### src/rtl/multi_port_fifo.sv
// Circular FIFO taking PAR_WRITE words per write beat and delivering PAR_READ words per read beat.
// Define MULTI_PORT_FIFO_FLUSH_EN to add a synchronous flush input.
module multi_port_fifo #(
  parameter int DATA_WIDTH  = 8,
  parameter int DEPTH       = 16,
  parameter int PAR_WRITE   = 2,
  parameter int PAR_READ    = 3,
  parameter int AFULL_LEVEL = DEPTH - PAR_WRITE
) (
  input  logic                             clk,
  input  logic                             rst,
`ifdef MULTI_PORT_FIFO_FLUSH_EN
  input  logic                             flush,
`endif
  input  logic [PAR_WRITE*DATA_WIDTH-1:0]  wr_data,
  input  logic                             wr_valid,
  output logic                             wr_ready,
  output logic [PAR_READ*DATA_WIDTH-1:0]   rd_data,
  output logic                             rd_valid,
  input  logic                             rd_ready,
  output logic [$clog2(DEPTH+1)-1:0]       level,
  output logic                             full,
  output logic                             empty,
  output logic                             almost_full
);

  localparam int PTR_W = (DEPTH > 1) ? $clog2(DEPTH) : 1;
  localparam int LVL_W = $clog2(DEPTH + 1);

  localparam logic [PTR_W:0]   DEPTH_P  = (PTR_W + 1)'(DEPTH);
  localparam logic [PTR_W:0]   PW_P     = (PTR_W + 1)'(PAR_WRITE);
  localparam logic [PTR_W:0]   PR_P     = (PTR_W + 1)'(PAR_READ);
  localparam logic [LVL_W-1:0] PW_L     = LVL_W'(PAR_WRITE);
  localparam logic [LVL_W-1:0] PR_L     = LVL_W'(PAR_READ);
  localparam logic [LVL_W-1:0] WR_MAX_L = LVL_W'(DEPTH - PAR_WRITE);
  localparam logic [LVL_W-1:0] AF_L     = LVL_W'(AFULL_LEVEL);

  // base + inc never reaches 2*DEPTH, so one conditional subtract wraps it.
  function automatic logic [PTR_W-1:0] add_wrap(input logic [PTR_W-1:0] base,
                                                input logic [PTR_W:0]   inc);
    logic [PTR_W:0] sum;
    sum = {1'b0, base} + inc;
    if (sum >= DEPTH_P) sum = sum - DEPTH_P;
    return sum[PTR_W-1:0];
  endfunction

  logic [DATA_WIDTH-1:0] mem_q [DEPTH];
  logic [DATA_WIDTH-1:0] mem_d [DEPTH];
  logic [PTR_W-1:0]      wptr_q, wptr_d;
  logic [PTR_W-1:0]      rptr_q, rptr_d;
  logic [LVL_W-1:0]      level_q, level_d;
  logic                  flush_req;
  logic                  wfire;
  logic                  rfire;

`ifdef MULTI_PORT_FIFO_FLUSH_EN
  assign flush_req = flush;
`else
  assign flush_req = 1'b0;
`endif

  // Handshake flags come from registered occupancy only.
  assign wr_ready    = (level_q <= WR_MAX_L);
  assign rd_valid    = (level_q >= PR_L);
  assign full        = !wr_ready;
  assign empty       = (level_q == '0);
  assign almost_full = (level_q >= AF_L);
  assign level       = level_q;

  assign wfire = wr_valid && wr_ready && !flush_req;
  assign rfire = rd_ready && rd_valid && !flush_req;

  always_comb begin : next_state
    // NOTE: every variable gets a default first so no path leaves it unassigned (no latch).
    mem_d   = mem_q;
    wptr_d  = wptr_q;
    rptr_d  = rptr_q;
    level_d = level_q;
    if (flush_req) begin
      wptr_d  = '0;
      rptr_d  = '0;
      level_d = '0;
    end else begin
      if (wfire) begin
        for (int i = 0; i < PAR_WRITE; i++) begin
          mem_d[add_wrap(wptr_q, (PTR_W + 1)'(i))] = wr_data[i*DATA_WIDTH +: DATA_WIDTH];
        end
        wptr_d = add_wrap(wptr_q, PW_P);
      end
      if (rfire) begin
        rptr_d = add_wrap(rptr_q, PR_P);
      end
      level_d = level_q + (wfire ? PW_L : '0) - (rfire ? PR_L : '0);
    end
  end

  always_comb begin : read_lanes
    rd_data = '0;
    for (int j = 0; j < PAR_READ; j++) begin
      rd_data[j*DATA_WIDTH +: DATA_WIDTH] = mem_q[add_wrap(rptr_q, (PTR_W + 1)'(j))];
    end
  end

  always_ff @(posedge clk or negedge rst) begin
    if (!rst) begin
      // NOTE: storage is reset so show-ahead rd_data is defined (zero) right after reset.
      mem_q   <= '{default: '0};
      wptr_q  <= '0;
      rptr_q  <= '0;
      level_q <= '0;
    end else begin
      // NOTE: sequential state uses non-blocking assignments so all registers update together.
      mem_q   <= mem_d;
      wptr_q  <= wptr_d;
      rptr_q  <= rptr_d;
      level_q <= level_d;
    end
  end

endmodule

### config.mk
export PLATFORM = sky130hd
export DESIGN_NAME = multi_port_fifo
export DESIGN_NICKNAME = d
export VERILOG_FILES = /design/src/rtl/multi_port_fifo.sv
export SDC_FILE = /design/constraint.sdc
export NUM_CORES = 1
export LEC_CHECK = 0
export CORE_MARGIN = 5
export CORE_UTILIZATION = 60
export CTS_BUF_LIST = sky130_fd_sc_hd__clkbuf_16
export CTS_CLUSTER_SIZE = 20
export DETAILED_ROUTE_END_ITERATION = 6
export GPL_TIMING_DRIVEN = 0
export PLACE_DENSITY = 0.79
export SYNTH_ARGS = -nofsm -noshare
export SYNTH_HDL_FRONTEND = slang
export SYNTH_SLANG_ARGS = --single-unit
### constraint.sdc
create_clock -name clk -period 4.75 [get_ports clk]
set_clock_uncertainty 0.05 [all_clocks]
set_input_delay 0.475 -clock clk [delete_from_list [all_inputs] [get_ports clk]]
set_output_delay 0.475 -clock clk [all_outputs]
set_load 0.1 [all_outputs]
==> results of run 1 <==
-- cell usage in the layout (no fill, tap or decap), drive strengths merged, types with 2 or more instances in the layout --
| cell type | n |
|---|---|
| clkdlybuf4s50 | 35 |
| clkdlybuf4s15 | 16 |
| dfrtp | 140 |
| ha | 13 |
| a21oi | 5 |
| nand2 | 69 |
| a31oi | 4 |
| xor2 | 6 |
| xnor2 | 5 |
| bufinv | 3 |
| mux2 | 129 |
| a32o | 8 |
| mux4 | 89 |
| nand3 | 20 |
| nand2b | 2 |
| and3 | 3 |
| clkbuf | 39 |
| fa | 2 |
| o21ai | 2 |
| nor2b | 8 |
| inv | 22 |
| a211oi | 7 |
| buf | 25 |
| mux2i | 19 |
| clkinv | 6 |
| a221oi | 8 |
| nor2 | 7 |
-- state kept, by name, summed over array words and instances, names as in the netlist --
register / flops
mem_q: 128
rptr_q: 4
level: 5
wptr_q: 3
-- cells by family (layout without fill, tap and decap cells) --
kind of cell,count (synthesis),after routing
XOR/XNOR,11,11
flip-flops,140,140
multiplexers,237,237
AO/OA/AOI/OAI,37,37
AND/OR/NAND/NOR,116,116
buffers and inverters,63,147
adder cells (fa/ha/maj),15,15
-- cells in the mapped netlist --
cell type | count | area (sq um)
buf_6 | 1 | 11.3
mux2_2 | 119 | 1340
a31o_2 | 1 | 8.76
a32o_1 | 8 | 80.1
mux4_2 | 89 | 2000
nor4_4 | 1 | 21.3
buf_1 | 6 | 22.5
buf_4 | 1 | 7.51
mux2_4 | 10 | 150
nor2_1 | 7 | 26.3
xor2_1 | 6 | 52.6
a31oi_1 | 4 | 25.0
nand3b_1 | 1 | 7.51
nand2_1 | 69 | 259
and3_1 | 3 | 18.8
a21boi_0 | 1 | 7.51
fa_1 | 2 | 40.0
or3_1 | 1 | 6.26
o21ai_0 | 2 | 10.0
a221oi_1 | 8 | 70.1
nor4b_1 | 1 | 8.76
a21oi_1 | 5 | 25.0
nand2b_4 | 1 | 13.8
clkbuf_1 | 19 | 71.3
ha_1 | 13 | 163
nor3_2 | 1 | 10.0
nand2b_1 | 1 | 6.26
a211oi_1 | 7 | 52.6
inv_4 | 1 | 6.26
and2_1 | 1 | 6.26
mux2i_1 | 19 | 190
xnor2_1 | 5 | 43.8
inv_1 | 15 | 56.3
buf_2 | 19 | 95.1
or4_1 | 1 | 7.51
a41oi_4 | 1 | 27.5
nand3_1 | 20 | 100
dfrtp_1 | 140 | 3500
nor2b_1 | 8 | 50.1
inv_2 | 1 | 3.75
-- cell type report --
class / count / share of cell area [%]
inverter: 17 / 0.661
buffer: 45 / 2.24
tap: 180 / 2.24
clock inverter: 14 / 1.70
multi-input combinational: 416 / 48.2
timing repair buffer: 54 / 5.80
clock buffer: 17 / 4.24
sequential: 140 / 34.9
-- worst paths after layout --
kind / from / endpoint / slack [ps] / cells past startpoint
max reg2reg: level[2] / mem_q[20] / 1670 / 6
min reg2reg: mem_q[36] / mem_q[36] / 500 / 1
min in group clk: mem_q[36] / mem_q[36] / 500 / 1
min: rst / mem_q[52] / -20 / 1
max: rptr_q[1] / rd_data[14] / 130 / 9
max in group asynchronous: rst / mem_q[103] / 3880 / 2
-- critical path, cell delays in order (launching register included) --
cell	delay, ps
dfrtp_1	410
clkbuf_2	350
buf_4	330
inv_2	220
ha_1	370
buf_2	250
nor2_1	700
a221oi_1	210
a32o_1	340
clkdlybuf4s15_2	460
-- metal layers --
layer,routed length [um],part of all wire [%],vias to the layer above,GRT usage (%)
met3,3060,12,107,9.37
met4,1400,5.4,0,16.3
li1,-,-,2539,-
met2,11900,46,482,49.7
met1,9530,37,3172,43.6
met5,0,0,-,0
-- metrics by stage --
stage | area, sq um | instances
floorplan | 8620 | 619
global placement | 9370 | 852
detailed placement | 9400 | 853
CTS | 10000 | 884
global route | 10000 | 883
finish | 10000 | 883
==> impl_metrics.yaml, run 1 <==
logic_synthesis:
  yosys.area_share.adder_pct: 2.35
  synth-simple-area-share_pct: 6.29
  number_of_synthesized_register_bits: 140
  average_cell_area_after_synthesis_sq_um: 13.9
  area_fraction_in_compound_gates_after_synthesis_pct: 3.56
  synth.cell_area_sq_um: 8610
  yosysWarningCount: 0
  mux_contribution_to_synthesized_area_pct: 42.8
  ys_seq_area_share_pct: 40.7
  synth.distinct_cells: 40
  mappedNetlistNets: 654
  synth_xor_xnor_area_share_pct: 1.12
  combinational_family_with_the_most_area_after_synthesis: "multiplexers"
  synthCells: 619
final_layout:
  flow.area_growth_from_synthesis_pct: 16.6
  nNetsFinal: 726
  multi_input_area_sq_um: 4840
  final_layout_size_suffix_gt1_share_pct: 43.4
  num-fill-cells: 936
  diodes: 0
  regArea_sq_um: 3500
  postLayoutCoreUtil_pct: 71.8
sta:
  rsz_0062_raised_after_global_routing: "false"
  setup-violations-final: 0
  worst_pin_slew_ps: 1160
  final.setup.tns_ps: 0
  finalCriticalPeriod_ps: 4620
  final.period_utilization_pct: 97.3
  remaining_max_slew_budget_at_the_tightest_pin_pct: 21.8
  fmaxAchievable_mhz: 216
  hold_slack_ps: -21.3
  drv_slew: 0
  timing.final.hold_violations: 22
  post-route-worst-setup-slack_ps: 127
worst_setup_path:
  worst-endpoint-required_ps: 4220
  startpoint_type: "flop"
  critPathKind: "flop to primary output"
  data_arrival_time_at_the_worst_slack_endpoint_ps: 4100
  timing.critical_path.to_type: "primary output"
  crit_path_max_fanout: 10
placed_design:
  port_buffers: 53
  dp_worst_setup_slack_ps: -1510
  gp_congestion: 0.940
  detailed_place_hpwl_mm: 16.4
clocking:
  post-cts-setup-buffers: 0
  tritoncts: "done"
  max_root_sink_buffers: 2
  clock_transition_time_at_the_flip_flop_clock_pins_of_the_worst_setup_and_hold_paths_ps: 60
  post_cts_resized: 63
  cts.sink_count: 140
  h-tree-depth: 4
  cts_buffers: 17
  cts.hold.buffers_added: 0
  clock-root-buffer: "clkbuf_16"
  insertion_delay_ps: 440
floorplanning:
  top_level_pins: 54
  floorplan.die.width_um: 130
  dieHeight_um: 130
  start_util_pct: 61.5
  die_area_sq_um: 16800
  coreArea_sq_um: 14000
  placementRows: 43
job:
  maxCapViolCount: 0
detailed_routing:
  detail_route.vias_per_cell: 7.13
  drt-pass1-iter-count: 7
  drt-wirelength-per-cell_um: 29.3
  drt-initial-drc-count: 902
  total_vias_in_the_final_route: 6300
  drc: 1
  drt_wl_total_mm: 25.8
  ant_nets: 0
global_routing:
  vias_in_the_first_global_route: 6598
  globalRoute.totalOverflow: 0
  grtUsageTotal_pct: 32.7
  pin_count_of_the_biggest_net_entering_global_routing: 77
  antenna_found_initial: 0
  grt_pass1_wl_mm: 39.9
outcome:
  run_status: "finished with violations"
  failed_checks: "design-rule violations, negative hold slack"
hold_path:
  hp-class: "primary input to asynchronous set/reset pin"
Power of run 1 is left out: the tool's default activity adds up to more than one toggle a clock period on the data nets, which glitch-free logic cannot reach.
==> inputs of run 2 (changes only) <==
--- a/config.mk
+++ b/config.mk
@@ -12,6 +12,7 @@
 export DETAILED_ROUTE_END_ITERATION = 6
 export GPL_TIMING_DRIVEN = 0
 export PLACE_DENSITY = 0.79
+export RECOVER_POWER = 100
 export SYNTH_ARGS = -nofsm -noshare
 export SYNTH_HDL_FRONTEND = slang
 export SYNTH_SLANG_ARGS = --single-unit
==> constraint.sdc (replaced) <==
create_clock -name clk -period 4.6 [get_ports clk]
set_clock_uncertainty 0.05 [all_clocks]
set_input_delay 0.46 -clock clk [delete_from_list [all_inputs] [get_ports clk]]
set_output_delay 0.46 -clock clk [all_outputs]
set_load 0.1 [all_outputs]
==> run 2 against run 1 <==
The flow finishes with violations (max-capacitance violations, max-slew violations). Via count increased by 1.3%. Wire length is 0.72% higher. Core utilization down 0.61 points. Non-clock buffer count grew 1. Sequential cell count unchanged. Critical path depth unchanged. Final cell count is 0.11% higher. Final area is 0.85% lower. First-iteration DRC count increased by 1.1%. Hold slack improved by 520 ps. Die area did not move. Register-to-register slack worse by 1400 ps.
==> impl_metrics.yaml, run 2 (synthesis gave the netlist of run 1 again) <==
final_layout:
  finish.cell_count_without_fillers: 884
  nNetsFinal: 727
  final_layout_size_suffix_gt1_share_pct: 40.8
  mostFrequentLayoutCell: "dfrtp_1"
  num-fill-cells: 963
  flow.area_growth_from_synthesis_pct: 15.6
  mostFrequentLayoutCells: "140 x dfrtp_1, 118 x mux2_2, 89 x mux4_2"
  postLayoutCoreUtil_pct: 71.2
  diodes: 0
  register_name_with_the_most_flops: "mem_q"
  largest_reg_flops: 128
detailed_routing:
  total_vias_in_the_final_route: 6382
  drt_wl_total_mm: 26.0
  drt-wirelength-per-cell_um: 29.4
  drt-pass1-iter-count: 7
  detail_route.vias_per_cell: 7.22
  drc: 0
  ant_nets: 0
  drt-initial-drc-count: 912
clocking:
  post-cts-setup-buffers: 0
  cts_buffers: 17
  tritoncts: "done"
  clock_transition_time_at_the_flip_flop_clock_pins_of_the_worst_setup_and_hold_paths_ps: 60
  cts.sink_count: 140
  max_root_sink_buffers: 2
  clock-root-buffer: "clkbuf_16"
  h-tree-depth: 4
  insertion_delay_ps: 440
floorplanning:
  coreArea_sq_um: 14000
  die_area_sq_um: 16800
  top_level_pins: 54
  floorplan.die.width_um: 130
  dieHeight_um: 130
  placementRows: 43
  start_util_pct: 61.5
worst_setup_path:
  cpMostUsedCell: "clkbuf_2"
  cp.depth: 9
  timing.critical_path.to_type: "primary output"
  cpMaxStageDelayCell: "clkdlybuf4s15_2"
  critPathKind: "flop to primary output"
  critical_path.n_buffers_inverters: 6
  timing.critical_path.cells: "clkbuf_2 -> buf_4 -> inv_2 -> ha_1 -> buf_2 -> clkbuf_2 -> a211oi_1 -> a31oi_1 -> clkdlybuf4s15_2"
  r2r_path_start: "level[2]"
  startpoint_type: "flop"
  ff2ff_path_depth: 7
  critical-path-max-stage-delay_ps: 580
  critical_path.startpoint: "rptr_q[1]"
  gate_family_responsible_for_the_most_delay_along_the_worst_path: "buffers and inverters"
  crit_path_max_fanout: 10
  data_arrival_time_at_the_worst_slack_endpoint_ps: 4070
  worst-endpoint-required_ps: 4090
sta:
  final.setup.tns_ps: 0
  remaining_max_slew_budget_at_the_tightest_pin_pct: -104
  worst_pin_slew_ps: 3060
  fmaxAchievable_mhz: 218
  post-route-worst-setup-slack_ps: 15.0
  rsz_0062_raised_after_global_routing: "true"
  setup-violations-final: 0
  drv_slew: 65
  timing.final.hold_violations: 0
  finalCriticalPeriod_ps: 4580
  final.period_utilization_pct: 99.7
placed_design:
  dpl.cell_count: 853
  dp_worst_setup_slack_ps: -1640
  detailed_place_hpwl_mm: 16.4
  gp_congestion: 0.940
  port_buffers: 53
global_routing:
  pin_count_of_the_biggest_net_entering_global_routing: 77
  antenna_found_initial: 0
  globalRoute.totalOverflow: 0
  grtUsageTotal_pct: 32.7
  vias_in_the_first_global_route: 6592
  grt_pass1_wl_mm: 39.9
hold_path:
  worstHoldPathCells: 1
  hp-class: "flop to flop"
  hold_path_startpoint: "mem_q[36]"
job:
  maxCapViolCount: 1
outcome:
  run_status: "finished with violations"
  failed_checks: "max-capacitance violations, max-slew violations"
## run 2: cell count changes in the layout (fill, tap and decap cells not counted), moves of 5 or more
cell	change
buf_2	-8
mux2_1	+10
clkbuf_1	+5
clkbuf_2	+5
clkdlybuf4s50_1	-11
mux2_4	-9
dlygate4sd3_1	+13
## run 2: timing repair
item	4_1_cts	5_1_grt
setup endpoints to repair	21	15
resized for setup	66	10
hold endpoints to repair	6	0
hold buffers	1	0
## run 2: final timing paths
path / end / slack, ps
worst max register to register: mem_q[101] / 300
worst min-delay path: mem_q[36] / 500
worst max-delay path: rd_data[18] / 20
max in group asynchronous: mem_q[83] / 1090
worst min register to register: mem_q[36] / 500
min in group asynchronous: mem_q[52] / 1660
## run 2: layout make-up
cell class	count	area, sq um	share of cell area, %
clock inverters	14	170	1.71
repair buffers	55	579	5.82
clock buffers	17	425	4.27
plain buffers	45	213	2.14
flip-flops and latches	140	3500	35.2
inverters	17	65.1	0.654
multi-input cells	416	4770	47.9
well taps	180	225	2.26
## run 2: layer usage
layer / global-route usage [%] / vias up / part of all wire (%)
met5: 0 / - / 0
met4: 16.1 / 0 / 5.4
met3: 9.13 / 114 / 11
met2: 49.8 / 480 / 46
met1: 43.7 / 3238 / 37
li1: - / 2550 / -
## run 2: metrics by stage
step / instance area, sq um / hold WS (ps)
floorplan: 8620 / 114
global placement: 9370 / 482
detailed placement: 9400 / 448
CTS: 10000 / 501
global route: 9950 / 517
finish: 9950 / 499
Power of run 2 is left out for the same reason.
==> inputs of run 3 (changes only) <==
--- a/config.mk
+++ b/config.mk
@@ -5,13 +5,12 @@
 export SDC_FILE = /design/constraint.sdc
 export NUM_CORES = 1
 export LEC_CHECK = 0
-export CORE_MARGIN = 5
-export CORE_UTILIZATION = 60
+export CORE_UTILIZATION = 25
 export CTS_BUF_LIST = sky130_fd_sc_hd__clkbuf_16
 export CTS_CLUSTER_SIZE = 20
 export DETAILED_ROUTE_END_ITERATION = 6
 export GPL_TIMING_DRIVEN = 0
-export PLACE_DENSITY = 0.79
+export PLACE_DENSITY = 0.38
 export RECOVER_POWER = 100
 export SYNTH_ARGS = -nofsm -noshare
 export SYNTH_HDL_FRONTEND = slang
==> run 3 against run 2 <==
The flow still finishes with violations (max-capacitance violations, max-slew violations). First-iteration DRC count shrank 50%. Worst setup slack gained 110 ps. Clock-buffer cell count is the same. Sequential share of layout area shrank 0.85 points. Sequential cell count is the same. Critical path type unchanged. Global-route usage shrank 14 points. Non-clock buffer count is the same. Final area grew 2.5%. Register-to-register slack gained 160 ps. Critical endpoint is now rd_data[9]. Fmax grew 2.4%. Final cell count grew 30%.
==> impl_metrics.yaml, run 3 (synthesis gave the netlist of run 1 again) <==
outcome:
  run_status: "finished with violations"
  failed_checks: "max-capacitance violations, max-slew violations"
final_layout:
  nNetsFinal: 727
  multi_input_area_sq_um: 4780
  flow.area_growth_from_synthesis_pct: 18.5
  register_name_with_the_most_flops: "mem_q"
  final_layout_size_suffix_gt1_share_pct: 41.2
  mostFrequentLayoutCells: "140 x dfrtp_1, 119 x mux2_2, 89 x mux4_2"
  largest_reg_flops: 128
  num-fill-cells: 3453
  diodes: 0
  regArea_sq_um: 3500
  mostFrequentLayoutCell: "dfrtp_1"
placed_design:
  dp_worst_setup_slack_ps: -2050
  port_buffers: 53
  detailed_place_hpwl_mm: 20.5
  gp_congestion: 0.837
sta:
  timing.final.hold_violations: 0
  remaining_max_slew_budget_at_the_tightest_pin_pct: -72.4
  post-route-worst-setup-slack_ps: 123
  drv_slew: 46
  fmaxAchievable_mhz: 223
  rsz_0062_raised_after_global_routing: "false"
  worst_pin_slew_ps: 2590
  setup-violations-final: 0
  final.period_utilization_pct: 97.3
  finalCriticalPeriod_ps: 4480
global_routing:
  globalRoute.totalOverflow: 0
  vias_in_the_first_global_route: 6503
  grtUsageTotal_pct: 18.5
  grt_pass1_wl_mm: 46.4
  antenna_found_initial: 0
  pin_count_of_the_biggest_net_entering_global_routing: 96
worst_setup_path:
  cpMostUsedCell: "buf_4"
  critPathKind: "flop to primary output"
  startpoint_type: "flop"
  timing.critical_path.cells: "buf_2 -> buf_4 -> inv_2 -> ha_1 -> buf_4 -> nor2_2 -> a221oi_1 -> a32o_1 -> clkdlybuf4s15_2"
  timing.critical_path.to_type: "primary output"
  critical-path-max-stage-delay_ps: 550
  worst-endpoint-required_ps: 4090
  cpMaxStageDelayCell: "nor2_2"
  crit_path_max_fanout: 10
  data_arrival_time_at_the_worst_slack_endpoint_ps: 3970
detailed_routing:
  drt-initial-drc-count: 460
  drc: 0
  drt-pass1-iter-count: 5
  total_vias_in_the_final_route: 6114
  drt_wl_total_mm: 31.1
  detail_route.vias_per_cell: 5.31
  ant_nets: 0
  drt-wirelength-per-cell_um: 27.0
clocking:
  clock-root-buffer: "clkbuf_16"
  cts.sink_count: 140
  clock_transition_time_at_the_flip_flop_clock_pins_of_the_worst_setup_and_hold_paths_ps: 60
  max_root_sink_buffers: 2
  h-tree-depth: 4
  insertion_delay_ps: 440
  cts_buffers: 17
  tritoncts: "done"
floorplanning:
  die_area_sq_um: 35200
  placementRows: 67
  dieHeight_um: 188
  floorplan.die.width_um: 188
  start_util_pct: 25.5
  coreArea_sq_um: 33700
  top_level_pins: 54
hold_path:
  hp-class: "flop to flop"
job:
  maxCapViolCount: 1
## run 3: cell types whose count changed in the layout (fill, tap and decap cells not counted), moves of 3 or more
cell	previous run	this run
buf_2	10	17
buf_4	2	5
clkbuf_1	18	23
clkdlybuf4s15_2	14	5
clkdlybuf4s50_1	24	19
inv_6	4	1
## run 3: per-stage QoR
| stage | setup TNS (ps) | hold slack, ps | cells | utilization [%] | instance area, sq um |
|---|---|---|---|---|---|
| finish | 0 | 497 | 1152 | 30.3 | 10200 |
| global route | 0 | 520 | 1152 | 30.3 | 10200 |
| CTS | 0 | 485 | 1152 | 30.7 | 10400 |
| detailed placement | -30000 | 369 | 1121 | 28.9 | 9740 |
| global placement | -418800 | 481 | 1120 | 28.8 | 9710 |
| floorplan | 0 | 114 | 619 | - | 8620 |
## run 3: what timing repair did
action / CTS / global route
pin swaps: 0 / 0
setup endpoints to repair: 22 / 16
hold buffers: 1 / 0
resized for setup: 87 / 23
buffers inserted: 0 / 0
endpoints found under the hold margin: 45 / 0
## run 3: final timing paths
check / startpoint / to / slack [ps] / cells past startpoint
max: rptr_q[1] / rd_data[9] / 120 / 9
min: mem_q[34] / mem_q[34] / 500 / 1
max reg2reg: level[2] / mem_q[124] / 460 / 7
min reg2reg: mem_q[34] / mem_q[34] / 500 / 1
max in group asynchronous: rst / wptr_q[2] / 1680 / 2
min in group asynchronous: rst / mem_q[68] / 1350 / 2
## run 3: per-layer routing
| metal | track usage (%) | up-vias | routed length, um |
|---|---|---|---|
| met1 | 24.8 | 3283 | 13800 |
| li1 | - | 2533 | - |
| met3 | 3.29 | 53 | 1620 |
| met2 | 29.3 | 245 | 14700 |
| met5 | 0 | - | 0 |
| met4 | 7.88 | 0 | 969 |
## run 3: worst max-delay path: cells and delay by family (launching register included)
kind / cells / cell delay (ps)
and+or+nand+nor: 1 / 550
AOI/OAI and AO/OA: 2 / 550
buffers and inverters: 5 / 1640
DFF: 1 / 390
adders and majority gates: 1 / 380
## run 3: final cells by class
type / count / area share (%)
flip-flops and latches: 140 / 34.3
clock buffers: 17 / 4.17
multi-input cells: 416 / 46.9
inverters: 17 / 0.638
well taps: 448 / 5.50
clock inverters: 14 / 1.52
repair buffers: 55 / 4.81
plain buffers: 45 / 2.12
Power of run 3 is left out for the same reason.
